$ cat config.mk
export PLATFORM = sky130hd
export DESIGN_NAME = shared_counter_arbiter
export DESIGN_NICKNAME = d
export VERILOG_FILES = /design/src/rtl/shared_counter_arbiter.sv
export SDC_FILE = /design/constraint.sdc
export NUM_CORES = 1
export LEC_CHECK = 0
export CAP_MARGIN = 20
export CORE_MARGIN = 2
export CORE_UTILIZATION = 45
export DETAILED_ROUTE_END_ITERATION = 8
export PLACE_DENSITY_LB_ADDON = 0.08
export SETUP_SLACK_MARGIN = 0.02
export SYNTH_ARGS = -nofsm -noshare
export SYNTH_HDL_FRONTEND = slang
export SYNTH_SLANG_ARGS = --single-unit
$ cat constraint.sdc
create_clock -name clk -period 2.2 [get_ports clk]
set_input_delay 0.55 -clock clk [delete_from_list [all_inputs] [get_ports clk]]
set_output_delay 0.55 -clock clk [all_outputs]
set_load 0.02 [all_outputs]
$ cat src/rtl/shared_counter_arbiter.sv
// shared_counter_arbiter: round-robin arbiter granting one requester at a time a shared up-counter
//   clk       rising-edge clock
//   reset     asynchronous active-low reset
//   req       per-requester level request, held until done or abandoned
//   count_in  per-requester target, slice i = [i*WIDTH +: WIDTH], sampled at the grant edge
//   grant     one-hot current owner, zero when idle
//   grant_id  index of current owner, zero when idle
//   busy      high whenever a session is active
//   count_out shared counter value
//   done      one-cycle completion pulse to the owner
module shared_counter_arbiter #(
   parameter int NREQ = 4,
   parameter int WIDTH = 16,
   localparam int IW = $clog2(NREQ)
) (
   input  logic                  clk,
   input  logic                  reset,
   input  logic [NREQ-1:0]       req,
   input  logic [NREQ*WIDTH-1:0] count_in,
   output logic [NREQ-1:0]       grant,
   output logic [IW-1:0]         grant_id,
   output logic                  busy,
   output logic [WIDTH-1:0]      count_out,
   output logic [NREQ-1:0]       done
);
   typedef enum logic [1:0] {IDLE, COUNT, DONE} state_t;
   state_t state_q, state_d;
   logic [IW-1:0] owner_q, owner_d, last_q, last_d, win;
   logic [WIDTH-1:0] cnt_q, cnt_d, tgt_q, tgt_d;
   logic found;
   int idx;
   // search starts one past the previous owner, so a repeat requester gets lowest priority
   always_comb begin
      win = '0;
      found = 1'b0;
      idx = 0;
      for (int k = 1; k <= NREQ; k++) begin
         idx = (int'(last_q) + k) % NREQ;
         if (!found && req[IW'(idx)]) begin
            found = 1'b1;
            win = IW'(idx);
         end
      end
   end
   always_comb begin
      state_d = state_q;
      owner_d = owner_q;
      last_d = last_q;
      cnt_d = cnt_q;
      tgt_d = tgt_q;
      case (state_q)
         IDLE: if (found) begin
            state_d = COUNT;
            owner_d = win;
            last_d = win;
            tgt_d = count_in[win*WIDTH +: WIDTH];
            cnt_d = '0;
         end
         // abandoning the request wins over reaching the target
         COUNT: if (!req[owner_q]) begin
            state_d = IDLE;
            owner_d = '0;
            cnt_d = '0;
         end else if (cnt_q != tgt_q) begin
            cnt_d = cnt_q + WIDTH'(1);
         end else begin
            state_d = DONE;
         end
         DONE: begin
            state_d = IDLE;
            owner_d = '0;
            cnt_d = '0;
         end
         default: begin
            state_d = IDLE;
            owner_d = '0;
            cnt_d = '0;
         end
      endcase
   end
   always_ff @(posedge clk or negedge reset) begin
      if (!reset) begin
         state_q <= IDLE;
         owner_q <= '0;
         last_q <= IW'(NREQ - 1);
         cnt_q <= '0;
         tgt_q <= '0;
      end else begin
         state_q <= state_d;
         owner_q <= owner_d;
         last_q <= last_d;
         cnt_q <= cnt_d;
         tgt_q <= tgt_d;
      end
   end
   assign busy = state_q != IDLE;
   assign grant = busy ? NREQ'(1) << owner_q : '0;
   assign grant_id = owner_q;
   assign count_out = cnt_q;
   assign done = state_q == DONE ? grant : '0;
endmodule

==> results of run 1 <==
## worst paths after layout
path	startpoint	to	slack, ns	cells after the start
worst max-delay path	state_q[1]$_DFFE_PN0P_	busy	0.09	3
worst min-delay path	reset	tgt_q[13]$_DFFE_PN0P_	0.21	2
worst max register to register	count_out[1]$_DFFE_PN0P_	count_out[12]$_DFFE_PN0P_	0.13	6
worst min register to register	tgt_q[0]$_DFFE_PN0P_	tgt_q[0]$_DFFE_PN0P_	0.52	2
max in group asynchronous	reset	last_q[0]$_DFFE_PN1P_	1.72	2
min in group clk	tgt_q[0]$_DFFE_PN0P_	tgt_q[0]$_DFFE_PN0P_	0.52	2
## final cells by class
cell class | count | share of cell area, %
Tap cell | 72 | 2.211
Clock inverter | 2 | 0.3071
Clock buffer | 6 | 2.027
Timing Repair Buffer | 140 | 32.95
Inverter | 2 | 0.1843
Sequential cell | 38 | 23.53
Multi-Input combinational cell | 219 | 38.79
## state kept, by name (all words and copies together), names as in the netlist
signal and flops:
state_q 2, grant_id 2, tgt_q 16, last_q 2, count_out 16
## report_power, final
part	leakage, nW	total, mW	internal, mW	switching, mW
Combinational	1.29	2.05	1.06	0.990
Clock	0.0472	0.505	0.252	0.253
Sequential	0.485	1.17	0.933	0.234
## layout by cell type, fill, tap and decap left out, types with 11 or more instances in the layout
master            n
nand2_1          36
nand4_1          11
xnor2_1          13
nor2_1           13
mux2i_1          33
buf_4            38
dfrtp_1          32
o221ai_1         16
clkdlybuf4s50_1  84
## cells by family after synthesis
logic type,after synthesis,synth area share [%]
adders and majority gates,1,0.4830
xor gates and xnor gates,16,5.410
AOI/OAI and AO/OA,59,17.63
and+or+nand+nor,108,21.21
DFF,38,36.81
buffers and inverters,24,4.831
muxes,34,13.62
## critical path, stage by stage, from the launching register on
cell and delay, ns:
dfrtp_1 0.45, nor2_4 0.21, inv_1 0.08, clkdlybuf4s50_1 0.53
## layer usage
metal / global-route usage (%) / wire length [um] / share of wire (%)
met2: 47.90 / 4284 / 53
met5: 0 / 0 / 0
met1: 32.28 / 3258 / 40
met3: 3.620 / 489 / 6.0
met4: 6.441 / 121 / 1.5
## repair_timing
action / 4_1_cts / 5_1_grt
cloned: 0 / 1
hold endpoints to repair: 0 / 0
pin swaps: 0 / 4
buffers inserted: 0 / 2
gates resized for setup: 14 / 11
endpoints found under the setup margin: 21 / 7
==> key figures, run 1 <==
Logic synthesis
  – Main synth FF type: dfrtp_1
  – Top cells by area, synth: dfrtp_1 35%, mux2i_1 13%, o221ai_1 5.7%
  – Synth unique cells: 44
  – Area leader, netlist: dfrtp_1
  – Post-synth top cells: 36 x dfrtp_1, 36 x nand2_1, 33 x mux2i_1
  – Post-synth EDFFs: 0
  – Synth warnings: 0
  – Cell Area, Synth: 0.002590 mm2
  – Net Count, Synth: 351
  – Synth Area per Inst: 9.250 um2
  – Seq cells post-synth: 38
  – Sequential fraction of the synthesis area: 36.81%
  – Top cell type's share of synthesized area: 34.78%
  – Cell count after synthesis: between 200 and 300
  – Fraction of registers with async set/reset: 100.0%

Global routing
  – Total GRT Usage: a little over a quarter
  – Total gr overflow: 0
  – Largest net degree at the start of global routing: 39
  – Initial antenna violation count: 0
  – Vias in the first global route: 2755
  – First-pass GRT wire length: approximately 13000 um

Placement
  – Port buffer count: 96
  – Pre-CTS WS: -0.4301 ns
  – # placed instances: between 400 and 500
  – Final HPWL DP: 6012 um
  – GP Congestion: 0.8859
  – Dpl cell area: ~0.0039 mm2

Die
  – Die area: around 0.0064 mm2
  – Initial Util: a little under half
  – Ports: between 90 and 100
  – Die width: about 80 um
  – CORE AREA: about 0.0055 mm2
  – Die H: around 80 um
  – Row Count: 27

Power
  – P_leak: between 1.5 and 2 nW
  – VDD IR max: between 600 and 700 uV
  – Power Total: 3.719 mW
  – Cell Pwr Density: 912.8 mW/mm2

Run
  – Max-Cap Viols: 0

Timing
  – Tcrit/Tclk final: between 90% and 100%
  – Tightest Pin Transition: 0.4881 ns
  – Clock skew: about 0.0050 ns
  – Hold Vio Cnt, Final: 0
  – Final Max Slew Viols: 0
  – Final setup fails: 0
  – Setup TNS: 0 ns
  – Max Fclk: 474.7 MHz
  – Final min period: about 2.1 ns
  – Hold_ws: between 0.2 and 0.25 ns
  – RSZ-0062 raised after global routing: false
  – Final setup margin: between 0.09 and 0.1 ns
  – Worst slew margin: around two thirds

Route
  – Final wirelength: 8154 um
  – Antenna Violating Nets Remaining: 0
  – Initial detailed-routing violation count: around 320
  – # DRC: 0
  – Detailed-route via count: ~2800
  – Routed len/inst: ~17 um
  – DR pass1 iterations: 4
  – Vias per inst: just under 6

Setup path
  – Critical path launch point type: flop
  – Critical path arrival: roughly 1.6 ns
  – WS Path Type: flop to output port
  – Crit-path max FO: 7
  – Data required, critical path: between 1.5 and 2 ns
  – Crit end category: output port

CTS
  – Max clock buf depth: 2
  – Num CTS Buffers: 5
  – Reg clk slew, reported paths: 0.08 ns
  – H-tree depth: 2
  – Worst-Skew Late Latency: a little under 0.3 ns
  – Clk sinks: 38
  – CTS tree: done
  – Clk Tree Root Cell: clkbuf_8
  – Hold_buf cts: 0

Layout
  – Share of cells above drive strength 1: between 10% and 20%
  – # nets final: about 480
  – Fin area: between 0.004 and 0.005 mm2
  – Register area: 958.4 um2
  – Layout area overhead: 57.29%
  – Diodes inserted: 0
  – Fill cell count: 450
  – Multi-input logic area: about 0.0016 mm2
  – Fin util: 73.53%
  – Final Non-Filler Cells: 479

Outcome
  – Status: finished, final reports clean

Worst hold path
  – Hold Crit Class: input pin to async pin
No activity file was read; power rests on OpenSTA's default activity.
==> run 2: changes to the inputs <==
--- a/config.mk
+++ b/config.mk
@@ -8,6 +8,7 @@
 export CAP_MARGIN = 20
 export CORE_MARGIN = 2
 export CORE_UTILIZATION = 45
+export CTS_CLUSTER_DIAMETER = 100
 export DETAILED_ROUTE_END_ITERATION = 8
 export PLACE_DENSITY_LB_ADDON = 0.08
 export SETUP_SLACK_MARGIN = 0.02
==> results of run 2 <==
The final DEF is identical to that of run 1; final timing and power are the same.
==> run 3: changes to the inputs <==
--- a/config.mk
+++ b/config.mk
@@ -12,6 +12,7 @@
 export DETAILED_ROUTE_END_ITERATION = 8
 export PLACE_DENSITY_LB_ADDON = 0.08
 export SETUP_SLACK_MARGIN = 0.02
+export SLEW_MARGIN = 5
 export SYNTH_ARGS = -nofsm -noshare
 export SYNTH_HDL_FRONTEND = slang
 export SYNTH_SLANG_ARGS = --single-unit
==> results of run 3 <==
The final DEF is identical to that of run 1; final timing and power are the same.
